## config.mk

```make
export PLATFORM = sky130hd
export DESIGN_NAME = load_store_unit
export DESIGN_NICKNAME = d
export VERILOG_FILES = /design/src/rtl/load_store_unit_pkg.sv /design/src/rtl/load_store_unit_req_fifo.sv /design/src/rtl/load_store_unit.sv
export SDC_FILE = /design/constraint.sdc
export NUM_CORES = 1
export LEC_CHECK = 0
export ABC_CLOCK_PERIOD_IN_PS = 3100
export BUFFER_PORTS_ARGS = -buffer_cell sky130_fd_sc_hd__buf_4
export CORE_MARGIN = 2
export CORE_UTILIZATION = 35
export DETAILED_ROUTE_END_ITERATION = 8
export GPL_TIMING_DRIVEN = 0
export SYNTH_ARGS = -nofsm -noshare
export SYNTH_HDL_FRONTEND = slang
export SYNTH_SLANG_ARGS = --single-unit
```

## constraint.sdc

```tcl
create_clock -name clk -period 3.1 [get_ports clk]
set_input_delay 0.465 -clock clk [delete_from_list [all_inputs] [get_ports clk]]
set_output_delay 0.465 -clock clk [all_outputs]
set_load 0.005 [all_outputs]
```

## src/rtl/load_store_unit_pkg.sv

```systemverilog
// rtl/load_store_unit_pkg.sv - shared widths, memory size and FSM encoding for the load/store path
package load_store_unit_pkg;

  localparam int LSU_DATA_W    = 16;
  localparam int LSU_ADDR_W    = 16;
  localparam int LSU_MEM_WORDS = 8;

  typedef enum logic [1:0] {
    LSU_IDLE   = 2'd0,
    LSU_ACCESS = 2'd1,
    LSU_RESP   = 2'd2
  } lsu_state_e;

endpackage

```

## src/rtl/load_store_unit_req_fifo.sv

```systemverilog
// rtl/load_store_unit_req_fifo.sv - request queue; count is one bit wider than the pointers to tell full from empty
module req_fifo #(
  parameter int WIDTH = 8,
  parameter int DEPTH = 2
) (
  input  logic             clk,
  input  logic             rst_n,
  input  logic             push,
  input  logic [WIDTH-1:0] din,
  output logic             full,
  input  logic             pop,
  output logic [WIDTH-1:0] dout,
  output logic             empty
);

  localparam int PTR_W = (DEPTH > 1) ? $clog2(DEPTH) : 1;

  logic [WIDTH-1:0] mem [DEPTH];
  logic [PTR_W-1:0] wr_ptr;
  logic [PTR_W-1:0] rd_ptr;
  logic [PTR_W:0]   count;
  logic             do_push;
  logic             do_pop;

  assign full    = (count == (PTR_W+1)'(DEPTH));
  assign empty   = (count == '0);
  assign dout    = mem[rd_ptr];
  assign do_push = push && !full;
  assign do_pop  = pop && !empty;

  always_ff @(posedge clk) begin
    if (do_push) mem[wr_ptr] <= din;
  end

  always_ff @(posedge clk or negedge rst_n) begin
    if (!rst_n) begin
      wr_ptr <= '0;
      rd_ptr <= '0;
      count  <= '0;
    end else begin
      if (do_push) wr_ptr <= (wr_ptr == PTR_W'(DEPTH - 1)) ? '0 : wr_ptr + 1'b1;
      if (do_pop)  rd_ptr <= (rd_ptr == PTR_W'(DEPTH - 1)) ? '0 : rd_ptr + 1'b1;
      case ({do_push, do_pop})
        2'b10:   count <= count + 1'b1;
        2'b01:   count <= count - 1'b1;
        default: count <= count;
      endcase
    end
  end

endmodule

```

## src/rtl/load_store_unit.sv

```systemverilog
// rtl/load_store_unit.sv - queued CPU load/store requests, one memory access per request, in-order responses
module load_store_unit
  import load_store_unit_pkg::*;
#(
  parameter int DATA_W     = LSU_DATA_W,
  parameter int ADDR_W     = LSU_ADDR_W,
  parameter int MEM_WORDS  = LSU_MEM_WORDS,
  parameter int FIFO_DEPTH = 2
) (
  input  logic              clk,
  input  logic              rst_n,
  input  logic              req_valid,
  output logic              req_ready,
  input  logic              req_we,
  input  logic [ADDR_W-1:0] req_addr,
  input  logic [DATA_W-1:0] req_wdata,
  output logic              resp_valid,
  input  logic              resp_ready,
  output logic [DATA_W-1:0] resp_rdata,
  output logic              resp_err,
  output logic [ADDR_W-1:0] mem_access_addr,
  output logic [DATA_W-1:0] mem_write_data,
  output logic              mem_write_en,
  output logic              mem_read,
  input  logic [DATA_W-1:0] mem_read_data
);

  localparam int REQ_W = 1 + ADDR_W + DATA_W;

  lsu_state_e        state;
  lsu_state_e        state_next;
  logic              fifo_full;
  logic              fifo_empty;
  logic              fifo_pop;
  logic [REQ_W-1:0]  fifo_dout;
  logic              iss_we;
  logic [ADDR_W-1:0] iss_addr;
  logic [DATA_W-1:0] iss_wdata;
  logic              iss_in_range;

  assign req_ready = !fifo_full;

  req_fifo #(
    .WIDTH (REQ_W),
    .DEPTH (FIFO_DEPTH)
  ) u_req_fifo (
    .clk   (clk),
    .rst_n (rst_n),
    .push  (req_valid && req_ready),
    .din   ({req_we, req_addr, req_wdata}),
    .full  (fifo_full),
    .pop   (fifo_pop),
    .dout  (fifo_dout),
    .empty (fifo_empty)
  );

  // Head is popped on the edge that enters ACCESS, from IDLE or straight out of a completed RESP
  assign fifo_pop = !fifo_empty &&
                    ((state == LSU_IDLE) || ((state == LSU_RESP) && resp_ready));

  assign iss_in_range = ({1'b0, iss_addr} < (ADDR_W+1)'(MEM_WORDS));

  always_ff @(posedge clk or negedge rst_n) begin
    if (!rst_n) state <= LSU_IDLE;
    else        state <= state_next;
  end

  always_comb begin
    state_next = state;
    case (state)
      LSU_IDLE:   if (!fifo_empty) state_next = LSU_ACCESS;
      LSU_ACCESS: state_next = LSU_RESP;
      LSU_RESP:   if (resp_ready) state_next = fifo_empty ? LSU_IDLE : LSU_ACCESS;
      default:    state_next = LSU_IDLE;
    endcase
  end

  always_comb begin
    resp_valid      = 1'b0;
    mem_access_addr = '0;
    mem_write_data  = '0;
    mem_write_en    = 1'b0;
    mem_read        = 1'b0;
    case (state)
      LSU_ACCESS: begin
        mem_access_addr = iss_addr;
        if (iss_in_range) begin
          mem_write_en   = iss_we;
          mem_read       = !iss_we;
          mem_write_data = iss_we ? iss_wdata : '0;
        end
      end
      LSU_RESP: resp_valid = 1'b1;
      default: ;
    endcase
  end

  always_ff @(posedge clk or negedge rst_n) begin
    if (!rst_n) begin
      iss_we     <= 1'b0;
      iss_addr   <= '0;
      iss_wdata  <= '0;
      resp_rdata <= '0;
      resp_err   <= 1'b0;
    end else begin
      if (fifo_pop) {iss_we, iss_addr, iss_wdata} <= fifo_dout;
      // Response fields settle at the end of ACCESS and hold through RESP
      if (state == LSU_ACCESS) begin
        resp_rdata <= mem_read ? mem_read_data : '0;
        resp_err   <= !iss_in_range;
      end
    end
  end

endmodule

```

Word level (Yosys, flattened, before mapping) --
Memories as Yosys holds them, arrays and structs flattened. A register that Yosys moved wholly into a read port is not among the register bits. Index checks and enable logic that the tools add are counted.
Operators by class: $add $sub $neg 4, magnitude comparators 1, eq/ne operators 7, muxes and demuxes 19, reduce and logical (&&, ||, !) cells 15
Operator list (count):
- $mux W16 | 5
- $lt A16 B4 Y1 const B | 1
- $mux W1 | 10
- $eq A2 B2 Y1 const B | 3
- $pmux W2 S3 | 1
- $logic_and A1 B1 Y1 | 5
- $logic_not A1 Y1 | 5
- $eq A2 B1 Y1 const B | 2
- $logic_not A2 Y1 | 2
- $mux W2 | 2
- $ne A2 B2 Y1 const B | 2
- $pmux W2 S2 | 1
- $add A1 B1 Y1 const B | 2
- $add A2 B1 Y2 const B | 1
- $reduce_and A2 Y1 | 1
- $reduce_bool A2 Y1 | 1
- $sub A2 B1 Y2 const B | 1
- $logic_or A1 B1 Y1 | 1
Word-level totals: flip-flop bits (word level) 23, RAM bits 66, bits of input ports 53, output and inout port bits 53, memories kept 1
Memories:
- u_req_fifo.mem | depth 2, width 33, read ports 1, clocked after memory_dff 1, write ports 1, line load_store_unit_req_fifo.sv:18 | logic [WIDTH-1:0] mem [DEPTH];

Longest topological paths before layout --
Gate-level depths: netlist of the first run.
word-level depth 7, gate-level depth with buffers 7, gate-level depth less buffers 6

Cells and area by module --
A second synthesis of the first run with hierarchy kept.
Unflattened totals: cell total of the unflattened synthesis 302, area total of the unflattened synthesis 5096.1 µm²
Modules (own cells, without submodules):
- req_fifo | times used 1, cells an instance 121, area an instance 2730.1 µm², sequential area each 2082.0 µm²
- load_store_unit | times used 1, cells an instance 181, area an instance 2366.0 µm², sequential area each 1301.2 µm²

Worst setup path before layout of the first run --
No wires, ideal clock.
kind register to register, start point reg u_req_fifo.count[0], end point mem u_req_fifo.mem[0][0] in the netlist's numbering, enable pin, setup time 423 ps, arrival time 2059 ps, slack 618 ps, stages on the path, launching flop included 4, path buffers 0, period minus slack after synthesis 2482 ps, path through dfrtp_1 > nand2b_1 > nand2_1 > nor2_1
On the way: cells in the longest elaborated chain, start to end 6
RTL lines:
- start, declared | line load_store_unit_req_fifo.sv:21 | logic [PTR_W:0] count;
- start signal, assigned | line load_store_unit_req_fifo.sv:44 | 2'b10: count <= count + 1'b1;
- start signal, assigned | line load_store_unit_req_fifo.sv:45 | 2'b01: count <= count - 1'b1;
- start signal, assigned | line load_store_unit_req_fifo.sv:46 | default: count <= count;
- $eq A2 B2 Y1 (*) | line load_store_unit_req_fifo.sv:25 | assign full = (count == (PTR_W+1)'(DEPTH));
- $logic_not A1 Y1 (*) | line load_store_unit.sv:41 | assign req_ready = !fifo_full;
- via req_ready | line load_store_unit.sv:13 | output logic req_ready,
- $logic_and A1 B1 Y1 | line load_store_unit.sv:49 | .push (req_valid && req_ready),
- $logic_and A1 B1 Y1 (*) | line load_store_unit_req_fifo.sv:28 | assign do_push = push && !full;
- $mux W1 (*) | line load_store_unit_req_fifo.sv:32 | if (do_push) mem[wr_ptr] <= din;
- $mux W1 (not written as such) (*) | line load_store_unit_req_fifo.sv:32
- end, declared | line load_store_unit_req_fifo.sv:18
Mark *: on every way through the listed nets, which the timed path passes. The rest lies on a longest branch.

Final worst setup path of the first run --
start point reg iss_addr[13], read port of u_req_fifo.mem, end point out mem_write_data[14]
On the way: cells in the longest elaborated chain, start to end 3
RTL lines:
- start, declared | line load_store_unit.sv:37 | logic [ADDR_W-1:0] iss_addr;
- $lt A16 B4 Y1 | line load_store_unit.sv:61 | assign iss_in_range = ({1'b0, iss_addr} < (ADDR_W+1)'(MEM_WORDS));
- $mux W16 | line load_store_unit.sv:87 | if (iss_in_range) begin
- $mux W16 | line load_store_unit.sv:84 | case (state)
- end, declared | line load_store_unit.sv:22 | output logic [DATA_W-1:0] mem_write_data,
No other way between the ends.

==> metrics.yaml, run 1 <==
floorplan:
  dieArea_mm2: 0.01494
  start_util_pct: 35.51
  die_h_um: 122.2
  num_rows: 43
  core_area_mm2: 0.01377
  boundaryPins: 106
  die_w_um: 122.2
clocking:
  clkTransAtPathRegs_ps: 50
  cts_max_level: 4
  cts_tree: "done"
  numClockSinks: 122
  post_cts_buffers: 0
  holdBufCountCts: 0
  cts_made_buffers: 17
  cts_resized: 0
  cts_root_buffer: "clkbuf_16"
  clk_latency_ps: 410
  clock_path_buffers: 2
power_and_ir_drop:
  pwr-share-seq_pct: 40.7
  power_mw: 6.021
  power_density_mw_per_mm2: 928.1
  clkPwrFrac_pct: 29.8
  p_sw_share_pct: 29.44
  p_leak_nw: 2.864
  power.internal_mw: 4.248
  switching_power_mw: 1.773
  vdd_ir_drop_max_mv: 0.3556
  share_comb_of_total_power_pct: 29.5
global_route:
  grt_max_degree: 57
  grt_use_total_pct: 14.06
  grt_first_pass_wirelength_mm: 15.17
  overflow: 0
  antenna_found_initial: 0
  grt_pass1_vias: 2991
drt:
  vias: 2889
  viasPerCell: 4.465
  wl_mm: 9.838
  route.detailed.drc: 0
  drtAntennaViolNets: 0
  firstDrtPassIters: 4
  post_drt_wl_per_cell_um: 15.21
  drt_iter0_drc: 147
layout:
  drive_gt1_share_pct: 39.61
  fin_cells: 647
  mostFrequentLayoutCells: "107 x buf_4, 66 x edfxtp_1, 56 x dfrtp_1"
  final_nets: 508
  final_common_cell: "buf_4"
  insertedDiodeCount: 0
  final_util_pct: 47.10
  area_delta_synth_final_pct: 32.64
synthesis:
  syn-num-nets: 383
  ys_types: 33
  synth-xor-area-share_pct: 0.8954
  avgSynthCellArea_um2: 14.87
  ys_seq_area_share_pct: 69.17
  synth_top_family_by_area: "multiplexers"
  synth_seq_cells: 122
  synth-compound-area-share_pct: 1.970
  synth-simple-area-share_pct: 8.800
  synth_adder_area_share_pct: 0.2558
  syn-cell-area_mm2: 0.004891
  ys_warn_count: 0
  muxShareOfSynthArea_pct: 14.33
  syn_inst: 329
sta:
  rsz0062_at_grt: "no"
  setup-violations-final: 0
  finalCritPeriodShare_pct: 86.99
  maxSlewViolCount: 0
  clock.fmax_mhz: 370.8
  finClkSkew_ps: 7.224
  final.min_clock_period_ps: 2697
  fin_ws_ps: 403.2
  relSlewSlack_pct: 40.69
  hold_viol: 0
  worst_slew_pin_slew_ps: 889.6
job:
  maxCapViolCount: 0
placed_design:
  io_buffers: 105
  dp_hpwl_mm: 6.600
  dp_slack_ps: 837.1
  dp.cells: 615
  gp_congestion: 0.6872
hold_path:
  hold_class: "input pin to asynchronous set/reset pin"
critical_path:
  required_ps: 2630
  cp_max_fo: 10
  start_kind: "flop"
  critPathKind: "flop to output pin"
  cp_data_arrival_time_ps: 2230
  endpoint_kind: "output pin"
  regToRegSetupSlack_ps: 1080
  reg2regPathDepth: 6
outcome:
  status: "completed"
## through the flow
| step | hold WS (ps) | setup TNS (ps) | cell area (um2) |
|---|---|---|---|
| after floorplan | 169.4 | 0 | 4891 |
| after global placement | 465.2 | -16420 | 5904 |
| after detailed placement | 474.8 | 0 | 5933 |
| after CTS | 137.6 | 0 | 6487 |
| after global routing | 188.8 | 0 | 6487 |
| final | 116.4 | 0 | 6487 |
## final cells by class
cell class	instances	area, um2
fill	1237	7286
sequential	122	3383
multi-input combinational	160	1292
timing repair buffer	106	808.3
clock buffer	24	514.2
tap	180	225.2
inverter	34	127.6
buffer	13	96.34
clock inverter	8	40.04
## worst max-delay path, stage by stage (launching register included)
cell and delay (ps):
dfrtp_1 390, nor4_2 530, nand4_4 300, buf_6 230, nor3_1 200, buf_4 160
## kinds of logic (layout without fill, tap and decap cells)
logic type / count (synthesis) / after routing
buffers and inverters: 47 / 185
muxes: 66 / 66
DFF: 122 / 122
adders and majority gates: 1 / 1
xor gates and xnor gates: 5 / 5
and+or+nand+nor: 70 / 70
AOI/OAI and AO/OA: 18 / 18
## flip-flops by register name (all words and copies together), names as in the netlist
register	flops
iss_wdata	16
iss_we	1
u_req_fifo.mem	66
iss_addr	16
state	2
u_req_fifo.count	2
u_req_fifo.rd_ptr	1
resp_err	1
resp_rdata	16
u_req_fifo.wr_ptr	1
## power groups by stage
stage / logic, mW / clock network (mW) / registers, mW
2_1_floorplan: 1.26 / 0 / 2.42
3_3_place_gp: 1.74 / 0 / 2.48
3_5_place_dp: 1.82 / 0 / 2.48
4_1_cts: 1.82 / 1.85 / 2.46
5_1_grt: 1.97 / 1.92 / 2.51
6_report: 1.77 / 1.79 / 2.45
## final timing paths
check,to,start
hold / removal,iss_addr[8]$_DFFE_PN0P_,rst_n
min in group clk,u_req_fifo.mem[0][8]$_DFFE_PP_,req_wdata[8]
setup / recovery,mem_write_data[14],iss_addr[13]$_DFFE_PN0P_
max in group asynchronous,iss_wdata[1]$_DFFE_PN0P_,rst_n
setup reg to reg,u_req_fifo.count[1]$_DFFE_PN0P_,state[1]$_DFFE_PN0P_
hold reg to reg,resp_rdata[2]$_DFFE_PN0P_,resp_rdata[2]$_DFFE_PN0P_
## Yosys cell counts, drive strengths merged
cell     n  area [um2]
o21ai   17       88.83
inv     33       123.9
clkinv   1       3.750
mux2    32       360.3
buf      9       81.32
clkbuf   4       15.01
and3     1       6.260
ha       1       12.51
edfxtp  66        1982
nor4b    1       23.77
and2    16       100.1
nand2   17       63.81
xor2     2       17.52
xnor2    3       26.28
o21a     1       7.510
dfrtp   56        1401
nor2b    2       20.02
nor4     4       37.53
nand2b   2       12.51
mux2i   34       340.3
nand4    2       33.78
nor2     5       18.77
or2b     1       7.510
nor3    19       106.4
## per-layer routing
layer / vias up / track usage (%) / wire, um
met5: - / 0 / 0
met4: 0 / 5.388 / 99
met3: 10 / 5.251 / 637
met2: 94 / 22.64 / 4851
met1: 1385 / 17.21 / 4250
li1: 1400 / - / -
No activity file was read; power rests on OpenSTA's default activity.
==> run 2: changes to the inputs <==
--- a/config.mk
+++ b/config.mk
@@ -11,6 +11,7 @@
 export CORE_UTILIZATION = 35
 export DETAILED_ROUTE_END_ITERATION = 8
 export GPL_TIMING_DRIVEN = 0
+export MAX_ROUTING_LAYER = met4
 export SYNTH_ARGS = -nofsm -noshare
 export SYNTH_HDL_FRONTEND = slang
 export SYNTH_SLANG_ARGS = --single-unit
==> metrics.yaml, run 2 (same netlist as run 1, synthesis figures left out) <==
power_and_ir_drop:
  p_leak_nw: 2.864  # unchanged
  vdd_ir_drop_max_mv: 0.3597  # +1.1%
  power_mw: 6.024  # about the same
  power_density_mw_per_mm2: 928.6  # about the same
critical_path:
  startpoint: "iss_addr[13]$_DFFE_PN0P_"
  r2r-start: "state[1]$_DFFE_PN0P_"
  critPathKind: "flop to output pin"
  cp_num_buf_inv: 2  # unchanged
  required_ps: 2630  # about the same
  cpMaxStageDelayCell: "nor4_2"
  crit_family: "simple AND/OR/NAND/NOR gates"
  endpoint_kind: "output pin"
  crit_chain: "nor4_2, nand4_4, buf_6, nor3_1, buf_4"
  cp_max_fo: 10  # unchanged
  start_kind: "flop"
  critPathMaxStageDelay_ps: 530  # about the same
  cp_data_arrival_time_ps: 2230  # about the same
placed_design:
  placed_area_mm2: 0.005933  # unchanged
  dp_hpwl_mm: 6.600  # unchanged
  dp_slack_ps: 837.1  # unchanged
  gp_congestion: 0.6944  # +1.0%
  io_buffers: 105  # unchanged
sta:
  hold_viol: 0  # unchanged
  clock.fmax_mhz: 371.1  # about the same
  maxSlewViolCount: 0  # unchanged
  relSlewSlack_pct: 40.62  # -0.070 points
  setup-violations-final: 0  # unchanged
  final.min_clock_period_ps: 2695  # -2.177 ps
  finClkSkew_ps: 6.359  # -0.8658 ps
  worst_slew_pin_slew_ps: 890.7  # +1.057 ps
  final.setup.tns_ps: 0  # unchanged
  rsz0062_at_grt: "no"
  fin_ws_ps: 405.4  # +2.177 ps
  finalCritPeriodShare_pct: 86.92  # about the same
drt:
  route.detailed.drc: 0  # unchanged
  post_drt_wl_per_cell_um: 15.18  # -0.15%
  viasPerCell: 4.467  # about the same
  drtAntennaViolNets: 0  # unchanged
  vias: 2890  # +0.035%
  drt_iter0_drc: 145  # -1.4%
  wl_mm: 9.823  # -0.15%
  firstDrtPassIters: 4  # unchanged
layout:
  drive_gt1_share_pct: 39.61  # unchanged
  fillers: 1237  # unchanged
  largest_reg_flops: 66  # unchanged
  final_common_cell: "buf_4"
  insertedDiodeCount: 0  # unchanged
  final_util_pct: 47.10  # unchanged
  top_register: "u_req_fifo.mem"
  final_area_mm2: 0.006487  # unchanged
  mostFrequentLayoutCells: "107 x buf_4, 66 x edfxtp_1, 56 x dfrtp_1"
  area_delta_synth_final_pct: 32.64  # unchanged
  final_nets: 508  # unchanged
global_route:
  grt_max_degree: 57  # unchanged
  overflow: 0  # unchanged
  grt_pass1_vias: 2998  # +0.23%
  grt_first_pass_wirelength_mm: 15.18  # about the same
  grt_use_total_pct: 14.44  # +0.39 points
  antenna_found_initial: 0  # unchanged
hold_path:
  hold_class: "input pin to asynchronous set/reset pin"
clocking:
  cts_max_level: 4  # unchanged
  cts_root_buffer: "clkbuf_16"
  clk_latency_ps: 410  # about the same
  holdBufCountCts: 0  # unchanged
  cts_resized: 0  # unchanged
  cts_made_buffers: 17  # unchanged
  post_cts_buffers: 0  # unchanged
  numClockSinks: 122  # unchanged
  clock_path_buffers: 2  # unchanged
  cts_tree: "done"
  clkTransAtPathRegs_ps: 50  # about the same
floorplan:
  dieArea_mm2: 0.01494  # unchanged
  boundaryPins: 106  # unchanged
  die_h_um: 122.2  # unchanged
  die_w_um: 122.2  # unchanged
  start_util_pct: 35.51  # unchanged
  num_rows: 43  # unchanged
  core_area_mm2: 0.01377  # unchanged
outcome:
  status: "completed"
job:
  maxCapViolCount: 0  # unchanged
## run 2: layout make-up
type                            instances  area (um2)  share of cell area (%)
Buffer                                 13       96.34                   1.485
Clock buffer                           24       514.2                   7.927
Clock inverter                          8       40.04                  0.6172
Inverter                               34       127.6                   1.967
Multi-Input combinational cell        160        1292                   19.92
Sequential cell                       122        3383                   52.15
Tap cell                              180       225.2                   3.472
Timing Repair Buffer                  106       808.3                   12.46
## run 2: worst register-to-register path, stage by stage, from the launching register on
cell	delay (ps)
dfrtp_1	440
nor2b_4	170
nor3_4	480
buf_6	270
ha_1	280
nor2_1	150
xor2_1	160
## run 2: stage by stage
stage | hold WS (ps) | std cells
after floorplan | 169.4 | 329
after global placement | 465.2 | 614
after detailed placement | 474.8 | 615
after CTS | 137.6 | 647
after global routing | 193.7 | 647
final | 106.5 | 647
## run 2: power by group
group | switching, mW | total, mW | internal, mW
Combinational | 0.900 | 1.77 | 0.872
Sequential | 0.220 | 2.45 | 2.23
Clock | 0.656 | 1.80 | 1.14
Total | 1.78 | 6.02 | 4.25
## run 2: final timing paths
check,to,slack (ps),cells past startpoint
setup / recovery,mem_write_data[11],410,5
hold / removal,iss_addr[6]$_DFFE_PN0P_,110,1
setup reg to reg,u_req_fifo.count[1]$_DFFE_PN0P_,1080,6
hold reg to reg,resp_rdata[2]$_DFFE_PN0P_,480,2
max in group asynchronous,iss_wdata[1]$_DFFE_PN0P_,2480,1
min in group clk,u_req_fifo.mem[0][8]$_DFFE_PP_,230,1
## run 2: layer usage
layer  vias up  wire [um]  track usage, %
met5         -          0               -
met4         0        176           6.466
met3        16        522           4.275
met2        83       4840           22.64
met1      1391       4284           17.30
li1       1400          -               -
